## config.mk

```make
export PLATFORM = sky130hd
export DESIGN_NAME = reg_write_tracker_flat
export DESIGN_NICKNAME = d
export VERILOG_FILES = /design/src/rtl/reg_write_tracker_pkg.sv /design/src/rtl/reg_write_tracker_if.sv /design/src/rtl/reg_write_tracker_hazard_detect.sv /design/src/rtl/reg_write_tracker.sv /design/src/flat_wrapper.sv
export SDC_FILE = /design/constraint.sdc
export NUM_CORES = 1
export LEC_CHECK = 0
export BUFFER_PORTS_ARGS = -buffer_cell sky130_fd_sc_hd__buf_2
export CELL_PAD_IN_SITES_DETAIL_PLACEMENT = 1
export CELL_PAD_IN_SITES_GLOBAL_PLACEMENT = 1
export CORE_UTILIZATION = 35
export CTS_CLUSTER_DIAMETER = 80
export DETAILED_ROUTE_END_ITERATION = 8
export PLACE_DENSITY = 0.81
export SLEW_MARGIN = 20
export SYNTH_ARGS = -nofsm -noshare
export SYNTH_HDL_FRONTEND = slang
export SYNTH_SLANG_ARGS = --single-unit
```

## constraint.sdc

```tcl
create_clock -name clk_i -period 1.9 [get_ports clk_i]
set_input_delay 0.095 -clock clk_i [delete_from_list [all_inputs] [get_ports clk_i]]
set_output_delay 0.095 -clock clk_i [all_outputs]
set_load 0.01 [all_outputs]
```

## src/rtl/reg_write_tracker_pkg.sv

```systemverilog
// Shared pipeline-slot types for the destination/write-enable tracker.
// Provides the slot record, bubble constant and tracker FSM states.
package reg_write_tracker_pkg;

    localparam int REG_ADDR_W = 5;

    typedef struct packed {
        logic [REG_ADDR_W-1:0] rd;
        logic                  reg_write;
        logic                  mem_read;
    } slot_t;

    localparam slot_t BUBBLE = '0;

    typedef enum logic {
        RUN      = 1'b0,
        MUL_WAIT = 1'b1
    } state_t;

endpackage

```

## src/rtl/reg_write_tracker_if.sv

```systemverilog
// ID-side inputs and MEM/WB/stall outputs of the write tracker.
// master: pipeline control driving ID fields; slave: the tracker.
interface reg_write_tracker_if;
    import reg_write_tracker_pkg::*;

    logic [REG_ADDR_W-1:0] ID_rs;
    logic [REG_ADDR_W-1:0] ID_rt;
    logic [REG_ADDR_W-1:0] ID_rd;
    logic                  ID_RegWrite;
    logic                  ID_MemRead;
    logic                  ID_Mul;
    logic                  flush_i;

    logic [REG_ADDR_W-1:0] EX_rd_o;
    logic [REG_ADDR_W-1:0] MEM_rd;
    logic [REG_ADDR_W-1:0] WB_rd;
    logic                  MEM_RegWrite;
    logic                  WB_RegWrite;
    logic                  PC_write;
    logic                  IFID_write;
    logic                  mul_busy_o;

    modport master (
        output ID_rs, ID_rt, ID_rd,
        output ID_RegWrite, ID_MemRead, ID_Mul,
        output flush_i,
        input  EX_rd_o, MEM_rd, WB_rd,
        input  MEM_RegWrite, WB_RegWrite,
        input  PC_write, IFID_write, mul_busy_o
    );

    modport slave (
        input  ID_rs, ID_rt, ID_rd,
        input  ID_RegWrite, ID_MemRead, ID_Mul,
        input  flush_i,
        output EX_rd_o, MEM_rd, WB_rd,
        output MEM_RegWrite, WB_RegWrite,
        output PC_write, IFID_write, mul_busy_o
    );

endinterface

```

## src/rtl/reg_write_tracker_hazard_detect.sv

```systemverilog
// Combinational load-use detection and PC / IF-ID write enables.
// In: EX rd/MemRead, ID rs/rt, mul_busy. Out: load_use, pc_write, ifid_write.
module reg_write_tracker_hazard_detect
    import reg_write_tracker_pkg::*;
(
    input  logic [REG_ADDR_W-1:0] ex_rd,
    input  logic                  ex_mem_read,
    input  logic [REG_ADDR_W-1:0] id_rs,
    input  logic [REG_ADDR_W-1:0] id_rt,
    input  logic                  mul_busy,
    output logic                  load_use,
    output logic                  pc_write,
    output logic                  ifid_write
);

    logic src_hit;

    // r0 is never a real dependency, so a load to r0 cannot stall.
    assign src_hit  = (ex_rd == id_rs) || (ex_rd == id_rt);
    assign load_use = ex_mem_read && (ex_rd != '0) && src_hit;

    assign pc_write   = !(load_use || mul_busy);
    assign ifid_write = !(load_use || mul_busy);

endmodule

```

## src/rtl/reg_write_tracker.sv

```systemverilog
// Tracks rd/RegWrite/MemRead through EX, MEM, WB and raises pipeline stalls.
// Ports: clk_i, rst_n, bus (slave) carrying ID inputs and stage outputs.
module reg_write_tracker
    import reg_write_tracker_pkg::*;
#(
    parameter int MUL_LAT = 4
) (
    input  logic                 clk_i,
    input  logic                 rst_n,
    reg_write_tracker_if.slave   bus
);

    localparam int CNT_W = $clog2(MUL_LAT);

    state_t             state_q, state_d;
    logic [CNT_W-1:0]   cnt_q, cnt_d;
    slot_t              ex_q, ex_d;
    slot_t              mem_q, mem_d;
    slot_t              wb_q, wb_d;
    slot_t              id_slot;
    logic               load_use;
    logic               mul_busy;
    logic               pc_write;
    logic               ifid_write;

    assign mul_busy = (state_q == MUL_WAIT);

    reg_write_tracker_hazard_detect u_hazard (
        .ex_rd       (ex_q.rd),
        .ex_mem_read (ex_q.mem_read),
        .id_rs       (bus.ID_rs),
        .id_rt       (bus.ID_rt),
        .mul_busy    (mul_busy),
        .load_use    (load_use),
        .pc_write    (pc_write),
        .ifid_write  (ifid_write)
    );

    always_comb begin
        id_slot.rd        = bus.ID_rd;
        id_slot.reg_write = bus.ID_RegWrite;
        id_slot.mem_read  = bus.ID_MemRead;
    end

    always_ff @(posedge clk_i or negedge rst_n) begin
        if (!rst_n) begin
            state_q <= RUN;
            cnt_q   <= '0;
            ex_q    <= BUBBLE;
            mem_q   <= BUBBLE;
            wb_q    <= BUBBLE;
        end else begin
            state_q <= state_d;
            cnt_q   <= cnt_d;
            ex_q    <= ex_d;
            mem_q   <= mem_d;
            wb_q    <= wb_d;
        end
    end

    always_comb begin
        state_d = state_q;
        cnt_d   = cnt_q;
        ex_d    = ex_q;
        mem_d   = mem_q;
        wb_d    = wb_q;
        unique case (state_q)
            RUN: begin
                wb_d  = mem_q;
                mem_d = ex_q;
                // flush wins over load_use; both insert one bubble.
                if (bus.flush_i || load_use) begin
                    ex_d = BUBBLE;
                end else begin
                    ex_d = id_slot;
                    if (bus.ID_Mul) begin
                        state_d = MUL_WAIT;
                        cnt_d   = CNT_W'(MUL_LAT - 1);
                    end
                end
            end
            MUL_WAIT: begin
                // Multiply holds EX; downstream drains, flush is ignored
                // because the multiply is older than the branch.
                wb_d  = mem_q;
                mem_d = BUBBLE;
                cnt_d = cnt_q - CNT_W'(1);
                if (cnt_q == CNT_W'(1)) begin
                    state_d = RUN;
                end
            end
            default: begin
                state_d = RUN;
            end
        endcase
    end

    assign bus.EX_rd_o      = ex_q.rd;
    assign bus.MEM_rd       = mem_q.rd;
    assign bus.WB_rd        = wb_q.rd;
    assign bus.MEM_RegWrite = mem_q.reg_write;
    assign bus.WB_RegWrite  = wb_q.reg_write;
    assign bus.PC_write     = pc_write;
    assign bus.IFID_write   = ifid_write;
    assign bus.mul_busy_o   = mul_busy;

endmodule

```

## src/flat_wrapper.sv

```systemverilog
// flat-port wrapper written by rule: the top's interface ports become plain ports
module reg_write_tracker_flat import reg_write_tracker_pkg::*;
#(
    parameter int MUL_LAT = 4
)
  (clk_i, rst_n, bus_ID_rs, bus_ID_rt, bus_ID_rd, bus_ID_RegWrite, bus_ID_MemRead, bus_ID_Mul, bus_flush_i, bus_EX_rd_o, bus_MEM_rd, bus_WB_rd, bus_MEM_RegWrite, bus_WB_RegWrite, bus_PC_write, bus_IFID_write, bus_mul_busy_o);
  reg_write_tracker_if bus_i ();
  input  logic clk_i;
  input  logic rst_n;
  input wire logic [$bits(bus_i.ID_rs)-1:0] bus_ID_rs;
  input wire logic [$bits(bus_i.ID_rt)-1:0] bus_ID_rt;
  input wire logic [$bits(bus_i.ID_rd)-1:0] bus_ID_rd;
  input wire logic [$bits(bus_i.ID_RegWrite)-1:0] bus_ID_RegWrite;
  input wire logic [$bits(bus_i.ID_MemRead)-1:0] bus_ID_MemRead;
  input wire logic [$bits(bus_i.ID_Mul)-1:0] bus_ID_Mul;
  input wire logic [$bits(bus_i.flush_i)-1:0] bus_flush_i;
  output wire logic [$bits(bus_i.EX_rd_o)-1:0] bus_EX_rd_o;
  output wire logic [$bits(bus_i.MEM_rd)-1:0] bus_MEM_rd;
  output wire logic [$bits(bus_i.WB_rd)-1:0] bus_WB_rd;
  output wire logic [$bits(bus_i.MEM_RegWrite)-1:0] bus_MEM_RegWrite;
  output wire logic [$bits(bus_i.WB_RegWrite)-1:0] bus_WB_RegWrite;
  output wire logic [$bits(bus_i.PC_write)-1:0] bus_PC_write;
  output wire logic [$bits(bus_i.IFID_write)-1:0] bus_IFID_write;
  output wire logic [$bits(bus_i.mul_busy_o)-1:0] bus_mul_busy_o;
  assign bus_i.ID_rs = bus_ID_rs;
  assign bus_i.ID_rt = bus_ID_rt;
  assign bus_i.ID_rd = bus_ID_rd;
  assign bus_i.ID_RegWrite = bus_ID_RegWrite;
  assign bus_i.ID_MemRead = bus_ID_MemRead;
  assign bus_i.ID_Mul = bus_ID_Mul;
  assign bus_i.flush_i = bus_flush_i;
  assign bus_EX_rd_o = bus_i.EX_rd_o;
  assign bus_MEM_rd = bus_i.MEM_rd;
  assign bus_WB_rd = bus_i.WB_rd;
  assign bus_MEM_RegWrite = bus_i.MEM_RegWrite;
  assign bus_WB_RegWrite = bus_i.WB_RegWrite;
  assign bus_PC_write = bus_i.PC_write;
  assign bus_IFID_write = bus_i.IFID_write;
  assign bus_mul_busy_o = bus_i.mul_busy_o;
  reg_write_tracker #(.MUL_LAT(MUL_LAT)) u_core (.clk_i(clk_i), .rst_n(rst_n), .bus(bus_i));
endmodule
```

==> metrics.md, run 1 <==
| Metric | Value |
|---|---|
| DRT antenna net count | 0 |
| Port Buffers | 40 |
| Io pins | a little over 40 |
| Clock latency on the worst-skew pair | between 0.3 and 0.4 ns |
| Via Count | between 800 and 900 |
| Worst reg2reg path endpoint | u_core.bus.EX_rd_o[0] |
| WHS | around 0.019 ns |
| Layout net count | 161 |
| Net Sw Power | between 900 and 1000 uW |
| Vias in the first global route | approximately 840 |
| Final Hold Fails | 0 |
| Power per cell area | around 1600 mW/mm2 |
| Post-synthesis sequential area ratio | 0.523 |
| Syn Area/Cell | 11.3 um2 |
| Synth warn | 0 |
| Fmax | 0.531 GHz |
| Worst reg2reg path depth | 7 |
| Net Sw Frac | 0.407 |
| Outcome | finished with violations |
| Final worst slack | 0.0174 ns |
| Clock Skew | about 0.0038 ns |
| Max rail drop VDD | 0.632 mV |
| Residual DRC count | 4 |
| Initial antenna violation count | 0 |
| Register share of total power | 0.380 |
| Post-Synthesis Cell Area | approximately 0.0011 mm2 |
| Layout Cells excl Fill | around 170 |
| Fill cell count | approximately 320 |
| Starting density of the core | 0.376 |
| Static Leak | ~0.00067 uW |
| Final worst path period share | 0.991 |
| Vias per cell | between 5 and 6 |
| Post-DP HPWL | approximately 1.8 mm |
| Largest net degree at the start of global routing | 23 |
| Max-slew violation count | 0 |
| Die height | approximately 57 um |
| First-pass iteration count of the detailed router | 6 |
| Post-synth cell types | 22 |
| Root Buffer | clkbuf_4 |
| Most frequent cells in the layout | 40 x buf_2, 20 x dfrtp_1, 11 x nand2_1 |
| Worst setup EP type | output pin |
| Final setup vio count | 0 |
| Dpl ws | about 0.27 ns |
| #FFs+latches synth | 22 |
| Worst setup path end | bus_IFID_write |
| Die Area | 0.00323 mm2 |
| RSZ-0062 raised after global routing | yes |
| Tmin final | approximately 1.9 ns |
| Clock Pin Slew Worst Setup and Hold Paths | 0.11 ns |
| Critical path startpoint category | register |
| Clock power share | 0.094 |
| Per-cell routed wire length | 14.9 um |
| ANT cells | 0 |
| Async SR Flop Fraction | 1.00 |
| WP data arrival | roughly 1.8 ns |
| Max clock buf depth | 2 |
| First-pass GRT wire length | slightly above 4 mm |
| R2R Setup Slk | approximately 0.11 ns |
| GP Congestion | roughly 0.75 |
| GRT overflow | 0 |
| All-Layer GR Usage | 0.170 |
| Worst Tran Pin Value | 0.541 ns |
| Worst Setup SP | u_core.bus.EX_rd_o[2] |
| Synth Instances | 93 |
| DP Cell Count | 158 |
| Max-capacitance violation count | 0 |
| Slew HR | 0.639 |
| Final WL | 2.50 mm |
| Die extent in x | roughly 57 um |
| Synth-to-layout area growth | 29.5% |
| Type of the most critical hold path | in2reg |
| P_int | approximately 1300 uW |
| Post-synth EDFFs | 0 |
| Failing checks | design-rule violations |
| Cts bufs inserted | 3 |
| CP Max Fanout | 11 |
| Critical path class | reg2out |
| Top_reg_cell synth | dfrtp_1 |
| CTS tree | built |
| Worst r2r src | u_core.bus.EX_rd_o[2] |
| Core box area | between 0.002 and 0.003 mm2 |
| # rows | 19 |
| Crit path required time | between 1.5 and 2 ns |
| Share of cells above drive strength 1 | 0.511 |
| Starting DRT DRC Count | 9 |
| Comb pwr share | 0.526 |
| Depth of the CTS H-tree | 1 |
| Commonest non-fill, non-tap cell in the layout | buf_2 |
| Mapped Nets | 115 |
| CTS Sinks | 22 |
[cells in the mapped netlist (all sizes together) (2+ instances only)]
cell type,instances,share of area
dfrtp,22,0.52
o21ai,12,0.086
buf,11,0.072
nand2,11,0.039
xnor2,10,0.083
a32oi,8,0.067
nor2b,6,0.038
inv,3,0.011
a31oi,2,0.012
nand3,2,0.0095
[through the flow]
stage          setup TNS [ns]  area (um2)  utilization  power [uW]
6_report                    0        1360        0.486        2240
5_1_grt               -0.0962        1360        0.486        2420
4_1_cts              -0.00954        1350        0.481        2220
3_5_place_dp                0        1270        0.451        1900
3_3_place_gp                0        1270        0.451        1860
2_1_floorplan               0        1050            -        1590
[worst min-delay path by stage]
stage / from / to / slack, ns / cells after the start
after global routing: bus_ID_RegWrite / u_core.ex_q[1] / 0.007 / 3
after floorplan: rst_n / u_core.bus.EX_rd_o[0] / -0.20 / 0
after detailed placement: rst_n / u_core.bus.WB_RegWrite / 0.1 / 1
after CTS: bus_ID_MemRead / u_core.ex_q[0] / 0.02 / 3
after global placement: rst_n / u_core.bus.WB_RegWrite / 0.07 / 1
final: bus_ID_rd[3] / u_core.bus.EX_rd_o[3] / 0.02 / 3
[logic make-up (layout without fill, tap and decap cells)]
group | count (synthesis) | in the layout | synth area share
buffers and inverters | 14 | 58 | 0.0831
DFF | 22 | 22 | 0.523
AOI/OAI and AO/OA | 24 | 24 | 0.178
adders and majority gates | 1 | 1 | 0.0119
and+or+nand+nor | 21 | 21 | 0.113
xor gates and xnor gates | 11 | 11 | 0.0914
[layout make-up]
type	instances	area, um2	area share
clock buffers	3	22.5	0.0165
well taps	31	38.8	0.0284
multi-input cells	57	433	0.317
inverters	3	11.3	0.00826
flip-flops and latches	22	553	0.406
repair buffers	52	305	0.224
[worst max-delay path, cell delays in order, from the launching register on]
cell	delay, ns
dfrtp_2	0.45
buf_4	0.15
xnor2_1	0.14
nand3_1	0.13
o22ai_2	0.23
buf_12	0.17
a21oi_2	0.06
buf_2	0.13
[flip-flops by register name (all words and copies together) (netlist names)]
| register | count |
|---|---|
| u_core.bus.EX_rd_o | 5 |
| u_core.bus.MEM_rd | 5 |
| u_core.bus.WB_rd | 5 |
| u_core.cnt_q | 2 |
| u_core.ex_q | 2 |
| u_core.bus.MEM_RegWrite | 1 |
| u_core.bus.WB_RegWrite | 1 |
| u_core.bus.mul_busy_o | 1 |
[power groups by stage]
stage,sequential [uW],clock [uW],combinational [uW]
after floorplan,867,0,719
after CTS,852,219,1150
final,853,211,1180
after detailed placement,866,0,1040
after global placement,853,0,1000
after global routing,885,245,1290
[routing by layer]
layer | part of all wire | wire length [um] | track usage
met3 | 0.040 | 99 | 0.0300
met1 | 0.42 | 1050 | 0.202
met4 | 0.022 | 56 | 0.0836
met2 | 0.52 | 1290 | 0.294
met5 | 0 | 0 | 0
[what timing repair did]
item	4_1_cts	5_1_grt
pin swaps	1	1
hold endpoints to repair	22	0
setup buffers	5	1
resized for setup	4	1
setup endpoints to repair	2	3
hold buffers	1	0
Note: power is estimated with default switching activity, not from simulation.
==> run 2: changes to the inputs <==
--- a/config.mk
+++ b/config.mk
@@ -6,12 +6,10 @@
 export NUM_CORES = 1
 export LEC_CHECK = 0
 export BUFFER_PORTS_ARGS = -buffer_cell sky130_fd_sc_hd__buf_2
-export CELL_PAD_IN_SITES_DETAIL_PLACEMENT = 1
-export CELL_PAD_IN_SITES_GLOBAL_PLACEMENT = 1
-export CORE_UTILIZATION = 35
+export CORE_UTILIZATION = 47
 export CTS_CLUSTER_DIAMETER = 80
 export DETAILED_ROUTE_END_ITERATION = 8
-export PLACE_DENSITY = 0.81
+export PLACE_DENSITY = 0.82
 export SLEW_MARGIN = 20
 export SYNTH_ARGS = -nofsm -noshare
 export SYNTH_HDL_FRONTEND = slang
==> metrics.md, run 2 (synthesis gave the netlist of run 1 again) <==
| Metric | Value |
|---|---|
| Worst Setup SP | u_core.bus.EX_rd_o[4] |
| Critical path class | reg2out |
| Die extent in x | 49.3 um |
| Starting density of the core | 0.516 |
| Synth-to-layout area growth | 30.4% |
| First-pass GRT wire length | about 3.6 mm |
| First-pass iteration count of the detailed router | 3 |
| Max clock buf depth | 2 |
| Clock Skew | 0.00443 ns |
| Multi-input logic area | around 430 um2 |
| Outcome | complete, no violations |
| Max rail drop VDD | 1.01 mV |
| Placed Area | ~0.0013 mm2 |
| Worst setup EP type | output pin |
| Die height | about 50 um |
| Residual DRC count | 0 |
| Dpl ws | 0.182 ns |
| Worst Tran Pin Value | ~0.47 ns |
| Type of the most critical hold path | in2reg |
| Slew HR | 0.688 |
| DP Cell Count | approximately 160 |
| Share of cells above drive strength 1 | 0.485 |
| Worst reg2reg path endpoint | u_core.cnt_q[1] |
| DRT antenna net count | 0 |
| Starting DRT DRC Count | 4 |
| Fin area | between 0.001 and 0.0015 mm2 |
| Vias in the first global route | roughly 800 |
| Clock latency on the worst-skew pair | 0.32 ns |
| Fill cell count | 167 |
| Layout Cells excl Fill | roughly 160 |
| Initial antenna violation count | 0 |
| Depth of the CTS H-tree | 1 |
| Fmax | ~0.54 GHz |
| GP Congestion | approximately 0.73 |
| Static Leak | 0.000672 uW |
| Power per cell area | roughly 1700 mW/mm2 |
| Core box area | about 0.002 mm2 |
| Most frequent cells in the layout | 40 x buf_2, 22 x dfrtp_1, 11 x nand2_1 |
| ANT cells | 0 |
| Largest net degree at the start of global routing | 23 |
| Final worst slack | between 0.04 and 0.05 ns |
| Final Hold Fails | 0 |
| Commonest non-fill, non-tap cell in the layout | buf_2 |
| Clock Pin Slew Worst Setup and Hold Paths | between 0.1 and 0.15 ns |
| CTS tree | built |
| Final WL | 2.17 mm |
| CP Max Fanout | 2 |
| Worst setup path end | bus_IFID_write |
| GRT overflow | 0 |
| Max-capacitance violation count | 0 |
| WP data arrival | approximately 1.8 ns |
| Worst r2r src | u_core.bus.EX_rd_o[4] |
| Tmin final | about 1.9 ns |
| Vias per cell | ~5.2 |
| Cts bufs inserted | 3 |
| Root Buffer | clkbuf_4 |
| RSZ-0062 raised after global routing | yes |
| Via Count | approximately 850 |
| Max-slew violation count | 0 |
| CTS Sinks | 22 |
| Final worst path period share | 0.974 |
| Layout net count | roughly 160 |
| # rows | 16 |
| All-Layer GR Usage | 0.198 |
| Per-cell routed wire length | between 10 and 15 um |
| Crit path required time | between 1.5 and 2 ns |
| Critical path startpoint category | register |
| Reg area | between 500 and 600 um2 |
| R2R Setup Slk | 0.17 ns |
| Final setup vio count | 0 |
| Post-DP HPWL | 1.51 mm |
| Die Area | 0.00243 mm2 |
| Worst reg2reg path depth | 6 |
| Io pins | between 40 and 50 |
| Port Buffers | 40 |
==> run 2: cell types whose count changed in the layout (fill, tap and decap cells not counted) <==
cell           before  now
buf_4              10    7
dfrtp_2             2    0
dfrtp_1            20   22
bufinv_16           0    1
dlygate4sd3_1       1    2
==> run 2: where the power goes <==
part           internal, uW  switching [uW]  leakage, uW  total, uW
combinational           550             627     0.000363       1180
sequential              670             138     0.000281        807
clock                   214             146    0.0000279        359
==> run 2: critical path, cell delays in order, from the launching register on <==
cell and delay, ns:
dfrtp_1 0.41, or4_4 0.55, o21ai_4 0.17, inv_2 0.05
a21oi_2 0.12, buf_2 0.14
==> run 2: layer usage <==
layer  track usage  vias to the layer above  wire length (um)
met2         0.331                       27              1070
met4        0.0931                        0                51
met1         0.233                      408               922
met3        0.0561                        7               125
li1              -                      404                 -
met5             0                        -                 0
==> run 2: stage by stage <==
step | hold WS, ns | TNS (ns) | total power (uW) | util
6_report | 0.00962 | 0 | 2340 | 0.673
3_3_place_gp | 0.0694 | 0 | 1850 | 0.621
4_1_cts | 0.00374 | 0 | 2320 | 0.666
3_5_place_dp | 0.0761 | 0 | 1900 | 0.621
5_1_grt | 0.0113 | -0.0149 | 2510 | 0.673
2_1_floorplan | -0.201 | 0 | 1590 | -
==> run 2: worst min path at each step <==
stage	startpoint	to	slack, ns	cells after the start
after CTS	bus_ID_rd[3]	u_core.bus.EX_rd_o[3]	0.004	3
after floorplan	rst_n	u_core.bus.EX_rd_o[0]	-0.20	0
after detailed placement	rst_n	u_core.bus.WB_rd[4]	0.08	1
final	bus_ID_RegWrite	u_core.ex_q[1]	0.01	3
after global placement	rst_n	u_core.bus.WB_RegWrite	0.07	1
after global routing	bus_ID_RegWrite	u_core.ex_q[1]	0.01	3
==> run 2: layout make-up <==
| class | instances | share of cell area |
|---|---|---|
| Clock buffer | 3 | 0.0164 |
| Inverter | 3 | 0.00820 |
| Clock inverter | 1 | 0.0219 |
| Multi-Input combinational cell | 57 | 0.315 |
| Timing Repair Buffer | 50 | 0.213 |
| Sequential cell | 22 | 0.401 |
| Tap cell | 27 | 0.0246 |
==> run 2: repair_timing <==
action | 4_1_cts | 5_1_grt
resized for setup | 2 | 1
pin swaps | 1 | 4
setup endpoints to repair | 2 | 2
hold buffers | 2 | 0
setup buffers | 1 | 1
endpoints found under the hold margin | 23 | 0
